**src/rtl/div_unit.sv**
```systemverilog
// Iterative radix-2 restoring divider producing {remainder, quotient} for HI/LO.
// Optional: define DIV_FAST_ZERO_EN to finish a zero dividend in one cycle.
module div_unit #(
  parameter int WIDTH = 32
) (
  input  logic               clk,
  input  logic               resetn,
  input  logic               start,
  input  logic               signed_div,
  input  logic [WIDTH-1:0]   opdata1,
  input  logic [WIDTH-1:0]   opdata2,
  input  logic               annul,
  output logic [2*WIDTH-1:0] result,
  output logic               ready
);

  localparam int CW = $clog2(WIDTH + 1);

  typedef enum logic [1:0] {S_IDLE, S_DIVZERO, S_ON, S_END} state_t;

  state_t             r_state;
  state_t             w_state_next;
  logic [CW-1:0]      r_counter;
  logic [2*WIDTH-1:0] r_work;
  logic [WIDTH-1:0]   r_divisor;
  logic               r_neg_dividend;
  logic               r_neg_divisor;
  logic [2*WIDTH-1:0] r_result;
  logic               r_ready;

  logic               w_done;
  logic [WIDTH-1:0]   w_abs1;
  logic [WIDTH-1:0]   w_abs2;
  logic [WIDTH:0]     w_partial;
  logic [WIDTH:0]     w_trial;
  logic [2*WIDTH-1:0] w_step;
  logic [WIDTH-1:0]   w_quot;
  logic [WIDTH-1:0]   w_rem;
  logic [2*WIDTH-1:0] w_fixed;

  assign w_done = (r_counter == CW'(WIDTH));
  assign w_abs1 = (signed_div && opdata1[WIDTH-1]) ? -opdata1 : opdata1;
  assign w_abs2 = (signed_div && opdata2[WIDTH-1]) ? -opdata2 : opdata2;

  // One restoring step: the upper half shifted left by one, then a trial subtract.
  assign w_partial = r_work[2*WIDTH-1:WIDTH-1];
  assign w_trial   = w_partial - {1'b0, r_divisor};
  assign w_step    = {w_trial[WIDTH] ? w_partial[WIDTH-1:0] : w_trial[WIDTH-1:0],
                      r_work[WIDTH-2:0], ~w_trial[WIDTH]};

  assign w_quot  = r_work[WIDTH-1:0];
  assign w_rem   = r_work[2*WIDTH-1:WIDTH];
  assign w_fixed = {r_neg_dividend ? -w_rem : w_rem,
                    (r_neg_dividend ^ r_neg_divisor) ? -w_quot : w_quot};

  // NOTE: always_comb assigns every output a default first so no latch is inferred.
  always_comb begin
    w_state_next = r_state;
    if (annul) begin
      w_state_next = S_IDLE;
    end else begin
      case (r_state)
        S_IDLE: begin
          if (start) begin
            if (opdata2 == '0) begin
              w_state_next = S_DIVZERO;
`ifdef DIV_FAST_ZERO_EN
            end else if (opdata1 == '0) begin
              w_state_next = S_END;
`endif
            end else begin
              w_state_next = S_ON;
            end
          end
        end
        S_DIVZERO: w_state_next = S_END;
        S_ON:      if (w_done) w_state_next = S_END;
        S_END:     if (!start) w_state_next = S_IDLE;
        default:   w_state_next = S_IDLE;
      endcase
    end
  end

  // NOTE: sequential state uses non-blocking assignments so every register samples pre-edge values.
  always_ff @(posedge clk) begin
    if (!resetn) r_state <= S_IDLE;
    else         r_state <= w_state_next;
  end

  always_ff @(posedge clk) begin
    if (!resetn) begin
      r_counter <= '0;
      r_result  <= '0;
      r_ready   <= 1'b0;
    end else begin
      r_ready <= (w_state_next == S_END);
      if (!annul) begin
        case (r_state)
          S_IDLE: begin
            r_counter <= '0;
            if (w_state_next == S_END) r_result <= '0;
          end
          S_DIVZERO: r_result <= '0;
          S_ON: begin
            if (w_done) r_result  <= w_fixed;
            else        r_counter <= r_counter + CW'(1);
          end
          default: ;
        endcase
      end
    end
  end

  // NOTE: the datapath needs no reset; it is always loaded at launch before it is read.
  always_ff @(posedge clk) begin
    if (r_state == S_IDLE && start && !annul) begin
      r_work         <= {{WIDTH{1'b0}}, w_abs1};
      r_divisor      <= w_abs2;
      r_neg_dividend <= signed_div & opdata1[WIDTH-1];
      r_neg_divisor  <= signed_div & opdata2[WIDTH-1];
    end else if (r_state == S_ON && !w_done) begin
      r_work <= w_step;
    end
  end

  assign result = r_result;
  assign ready  = r_ready;

endmodule

```
**config.mk**
```make
export PLATFORM = sky130hd
export DESIGN_NAME = div_unit
export DESIGN_NICKNAME = d
export VERILOG_FILES = /design/src/rtl/div_unit.sv
export SDC_FILE = /design/constraint.sdc
export NUM_CORES = 1
export LEC_CHECK = 0
export CORE_ASPECT_RATIO = 2
export CORE_MARGIN = 3
export CORE_UTILIZATION = 51
export CTS_CLUSTER_SIZE = 24
export DETAILED_ROUTE_END_ITERATION = 10
export PLACE_DENSITY_LB_ADDON = 0.1
export SETUP_SLACK_MARGIN = 0.02
export SYNTH_ARGS = -nofsm -noshare
export SYNTH_HDL_FRONTEND = slang
export SYNTH_SLANG_ARGS = --single-unit
```
**constraint.sdc**
```tcl
create_clock -name clk -period 2.84 [get_ports clk]
set_input_delay 0.71 -clock clk [delete_from_list [all_inputs] [get_ports clk]]
set_output_delay 0.71 -clock clk [all_outputs]
set_load 0.1 [all_outputs]
```
==> qor.txt, run 1 <==
nets - 1645
Longest Clk Path Bufs - 2
critical path's largest stage delay - 430 ps
Placer Congestion - 0.930
vias in the first global route - 10500
Yosys warnings - 0
largest net degree at the start of global routing - 63
status - finished clean
DRT iter0 DRCs - 480
antenna viol nets, final - 0
worst vdd ir - 0.414 mV
Synth Area per Inst - 8.42 um^2
crit path max fanout - 14
total global-route track usage - 30.5%
boundary pin count - 134
Synth Instances - 1275
IO buf count - 133
number of buffers created by CTS - 17
core box area - 20600 um^2
clock root buffer - clkbuf_16
number of diodes - 0
reg-to-reg startpoint - r_work[31]$_DFFE_PP_
min cycle time layout - 2800 ps
max_cap viols - 0
worst hold path type - flip-flop to flip-flop
drt pass-1 iters - 5
Pleak - 5.73 nW
Worst-Margin Slew - 767 ps
unique cell type count in the Yosys netlist - 60
crit-path leading delay family - compound AO/OA/AOI/OAI gates
WS Path Type - flip-flop to flip-flop
CP Data Required Time - 3040 ps
highest clock rate - 0.357 GHz
GRT Residual Overflow - 0
Die Y - 211 um
Setup-failing EPs final - 0
clk_skew - 8.64 ps
H-tree Lvls - 4
Critical Path AT - 3000 ps
Clock Latency Late Sink - 450 ps
Slew Viols, Final - 0
Max-slew headroom - 48.9%
Worst Hold Margin - 448 ps
min-delay src - result[59]$_SDFFE_PN0P_
Fin. Hold Viols - 0
Starting Density - 52.2%
Remaining DRCs - 0
routed wire length - 34000 um
predominant post-synthesis flop cell - dfxtp_1
Die X-Extent - 109 um
Area Growth Syn to Fin - 32.1%
Post-synth EDFFs - 66
ys async rst share - 0%
via count - 10200
clock sink count - 171
clock transition at the registers of the reported paths - 70 ps
first-pass GRT wire length - 52800 um
worst path cell trace - inv_2, ha_4, fa_2, nand2b_4, a21oi_2, o41a_1, a21o_1, o21ai_4, xnor2_4, buf_12, buf_12, buf_6, nor2_2, a21oi_1
worst setup path start - r_work[31]$_DFFE_PP_
mapped cell area - 10700 um^2
Yosys reg bits - 171
power density over cell area - 445 nW/um^2
initial antenna violation count - 0
startpoint types - flip-flop
Crit. End Element - flip-flop
CP dominant cell by count - buf_12
WL per Instance - 18.7 um
Buf/Inv on CP - 4
post-DP HPWL - 26800 um
vias per cell - 5.61
Synth Net Count - 1383
register area share after synthesis - 38.1%
Final Cycle Share - 98.7%
Hold Buf Count CTS - 0
full die area - 22900 um^2
RSZ-0062 raised after global routing - yes
Post-Route Utilization - 69.0%
TritonCTS clock tree - done
FP Rows - 74
critical path's slowest cell - edfxtp_1
layout cells sized above 1 - 21.2%
## cell usage after synthesis, types with 4 or more instances
library cell	instances	area [um^2]
o211ai_1	4	30.0
xnor2_1	72	631
o41ai_1	9	78.8
nand2_1	120	450
dfxtp_1	105	2100
clkbuf_1	51	191
edfxtp_1	66	1980
nand2b_1	10	62.6
buf_2	7	35.0
xor2_1	78	683
nand3_1	18	90.1
or3_1	6	37.5
nor4_1	13	81.3
inv_1	58	218
or4_1	8	60.1
and2_1	12	75.1
o21ai_1	45	225
nor2b_1	53	332
nand4_1	8	50.1
a21o_1	13	97.6
o21ai_0	55	275
a21oi_1	135	676
and3_1	7	43.8
a22oi_1	29	218
o21a_1	4	30.0
nor2_1	107	402
o31ai_1	16	120
a211oi_1	4	30.0
mux2i_1	20	200
or4_4	4	45.0
nor3_1	42	210
a31oi_1	15	93.8
ha_1	38	475
## layout by cell type (no fill, tap or decap), types with 9 or more instances in the layout
cell type / Yosys / routed
a21o_1: 13 / 13
a21oi_1: 135 / 132
a22oi_1: 29 / 29
a31oi_1: 15 / 12
buf_4: 0 / 228
clkbuf_16: 0 / 19
clkdlybuf4s50_1: 0 / 68
dfxtp_1: 105 / 104
edfxtp_1: 66 / 66
ha_1: 38 / 36
inv_1: 58 / 57
mux2i_1: 20 / 19
nand2_1: 120 / 118
nand2b_1: 10 / 9
nand3_1: 18 / 18
nor2_1: 107 / 103
nor2b_1: 53 / 53
nor3_1: 42 / 38
nor4_1: 13 / 11
o21ai_0: 55 / 49
o21ai_1: 45 / 48
o31ai_1: 16 / 15
xnor2_1: 72 / 71
xor2_1: 78 / 77
## flip-flops by register name (all words and copies together), names as in the netlist
name / flops
r_neg_dividend: 1
r_state: 2
ready: 1
r_counter: 6
r_divisor: 32
r_neg_divisor: 1
r_work: 64
result: 64
## cells by family after synthesis
| family | synth area share [%] |
|---|---|
| and+or+nand+nor | 18.9 |
| muxes | 1.97 |
| AOI/OAI and AO/OA | 19.8 |
| DFF | 38.1 |
| buffers and inverters | 4.35 |
| xor gates and xnor gates | 12.2 |
| adders and majority gates | 4.62 |
## final timing paths
path	depth (start not counted)	endpoint	slack, ps
max reg2reg	14	r_work[0]$_DFFE_PP_	40
min reg2reg	2	result[59]$_SDFFE_PN0P_	450
min	2	result[59]$_SDFFE_PN0P_	450
max	14	r_work[0]$_DFFE_PP_	40
## metrics by stage
stage	total power (W)	worst slack, ps	cell area, um^2	instances	TNS [ps]
after global placement	0.00398	-403	13300	1780	-5380
after CTS	0.00632	20.5	14000	1815	0
after floorplan	0.00349	98.1	10700	1275	0
after global routing	0.00656	-101	14200	1816	-1470
final	0.00631	37.4	14200	1816	0
after detailed placement	0.00400	-417	13300	1780	-7630
## repair_timing
action | CTS | global route
gates cloned | 1 | 0
endpoints found under the hold margin | 0 | 0
resized for setup | 12 | 41
pin swaps | 6 | 8
buffers inserted | 2 | 1
endpoints found under the setup margin | 32 | 52
## layout make-up
type	count	area (um^2)
repair buffers	305	2550
clock inverters	10	76.3
flip-flops and latches	171	4090
inverters	58	218
fillers	1754	6380
multi-input cells	984	6390
well taps	266	333
clock buffers	22	517
## where the power goes
group	switching [W]	internal (W)
clock	0.00103	0.00130
combinational	0.000680	0.000583
sequential	0.0000647	0.00265
total	0.00177	0.00454
## tightest hold or removal path, stage by stage (launching register included)
cell and delay [ps]:
dfxtp_1 310, nand2_1 50, o21ai_1 50
## routing by layer
layer,wire length (um),GRT usage [%],vias up
li1,-,-,5048
met3,1070,4.80,129
met2,19300,58.7,250
met1,10300,25.5,4760
met5,0,0,-
met4,3310,26.4,0
No activity file was read; power rests on OpenSTA's default activity.
==> run 2, diff against run 1 <==
--- a/config.mk
+++ b/config.mk
@@ -10,7 +10,7 @@
 export CORE_UTILIZATION = 51
 export CTS_CLUSTER_SIZE = 24
 export DETAILED_ROUTE_END_ITERATION = 10
-export PLACE_DENSITY_LB_ADDON = 0.1
+export PLACE_DENSITY = 0.74
 export SETUP_SLACK_MARGIN = 0.02
 export SYNTH_ARGS = -nofsm -noshare
 export SYNTH_HDL_FRONTEND = slang
==> run 2 against run 1 <==
  * Routed wire length increased by 2.4%
  * Sequential share of layout area decreased by 0.43 points
  * Clock power increased by 4%
  * Core utilization increased by 1.1 points
  * Flip-flop and latch count unchanged
  * Combinational power increased by 3%
  * Fmax increased by 0.45%
  * Largest cell class unchanged
  * Largest power group unchanged
==> qor.txt, run 2 (same netlist as run 1, synthesis figures left out) <==
Total Power - 0.00646 W
H-tree Lvls - 4
max_cap viols - 0
Starting Density - 52.2%
Max-slew headroom - 49.2%
post-DP HPWL - 27000 um
initial antenna violation count - 0
FP Rows - 74
number of diodes - 0
met2 usage - 60.2%
Critical Path AT - 3120 ps
TritonCTS clock tree - done
layout cells sized above 1 - 22.7%
RSZ-0062 raised after global routing - yes
setup TNS - 0 ps
highest clock rate - 0.358 GHz
startpoint types - flip-flop
Crit. End Element - flip-flop
clock sink count - 171
clock root buffer - clkbuf_16
Clock Latency Late Sink - 440 ps
min cycle time layout - 2790 ps
Longest Clk Path Bufs - 2
via count - 10500
full die area - 22900 um^2
worst path cell trace - ha_4, fa_2, nand2b_4, a21oi_4, o41a_1, a21o_1, o21ai_1, buf_4, xnor2_4, buf_12, buf_4, mux2i_1, o21ai_1
Area Growth Syn to Fin - 34.2%
total global-route track usage - 30.4%
fin worst setup slack - 50.0 ps
GRT busiest layer - met2
Placer Congestion - 0.986
crit path max fanout - 6
first-pass GRT wire length - 52900 um
WL per Instance - 19.0 um
nets - 1661
number of buffers created by CTS - 17
worst vdd ir - 0.392 mV
commonest non-fill, non-tap cell in the layout - buf_4
Die X-Extent - 109 um
status - finished clean
pre-CTS setup slack - -427 ps
WS Path Type - flip-flop to flip-flop
boundary pin count - 134
met3 Track Usage GR - 5.57%
clk_skew - 13.1 ps
IO buf count - 133
GRT Residual Overflow - 0
Pleak - 5.84 nW
CP Data Required Time - 3170 ps
clock transition at the registers of the reported paths - 70 ps
FILL cells - 1678
Die Y - 211 um
critical path's largest stage delay - 420 ps
antenna viol nets, final - 0
worst hold path type - flip-flop to flip-flop
vias in the first global route - 10700
grt met1 use - 24.7%
power density over cell area - 448 nW/um^2
Slew Viols, Final - 0
Final Cycle Share - 98.2%
largest net degree at the start of global routing - 68
final cell count without fillers - 1832
DP Cell Count - 1790
DRT iter0 DRCs - 557
critical path's slowest cell - edfxtp_1
routed wire length - 34800 um
Setup-failing EPs final - 0
core box area - 20600 um^2
Remaining DRCs - 0
drt pass-1 iters - 4
vias per cell - 5.72
commonest non-fill, non-tap cells in the layout - buf_4, a21oi_1, nand2_1, dfxtp_1, nor2_1
Worst-Margin Slew - 763 ps
Worst Hold Margin - 446 ps
Fin. Hold Viols - 0
[run 2: through the flow]
stage | instance area [um^2] | utilization (%)
final | 14400 | 70.1
after global routing | 14400 | 70.1
after CTS | 14200 | 68.9
after detailed placement | 13400 | 65.2
after global placement | 13400 | 65.2
after floorplan | 10700 | -
[run 2: power by group]
group / total [W] / internal (W) / switching (W)
logic: 0.00130 / 0.000597 / 0.000706
registers: 0.00272 / 0.00265 / 0.0000688
clock network: 0.00243 / 0.00142 / 0.00102
total: 0.00646 / 0.00466 / 0.00179
[run 2: cell type report]
| cell class | instances | area, um^2 | area share [%] |
|---|---|---|---|
| tap | 266 | 333 | 2.31 |
| sequential | 171 | 4090 | 28.4 |
| inverter | 58 | 218 | 1.51 |
| multi-input combinational | 984 | 6460 | 44.9 |
| timing repair buffer | 321 | 2690 | 18.7 |
| clock inverter | 13 | 163 | 1.13 |
| clock buffer | 19 | 443 | 3.08 |
[run 2: metal layers]
layer	part of all wire (%)	wire length, um
met1	31	10600
met2	57	20000
met3	3.4	1180
met4	8.6	3000
met5	0	0
[run 2: what timing repair did]
| item | in CTS | in global routing |
|---|---|---|
| cloned | 2 | 0 |
| setup endpoints to repair | 16 | 53 |
| hold buffers | 0 | 0 |
| gates resized for setup | 14 | 57 |
| endpoints found under the hold margin | 0 | 0 |
| setup buffers | 3 | 7 |
| pin swaps | 5 | 20 |
[run 2: worst paths after layout]
kind / end / from / slack, ps / cells after the start
setup / recovery: r_work[36]$_SDFFE_PP0P_ / r_divisor[0]$_DFFE_PP_ / 50 / 13
hold / removal: result[62]$_SDFFE_PN0P_ / result[62]$_SDFFE_PN0P_ / 450 / 2
setup reg to reg: r_work[36]$_SDFFE_PP0P_ / r_divisor[0]$_DFFE_PP_ / 50 / 13
hold reg to reg: result[62]$_SDFFE_PN0P_ / result[62]$_SDFFE_PN0P_ / 450 / 2
[run 2: critical path: cells and delay by family (launching register included)]
| family | cells | cell delay, ps |
|---|---|---|
| AOI/OAI and AO/OA | 5 | 630 |
| and+or+nand+nor | 1 | 160 |
| adders and majority gates | 2 | 520 |
| buffers and inverters | 3 | 470 |
| DFF | 1 | 420 |
| xor gates and xnor gates | 1 | 290 |
| muxes | 1 | 190 |
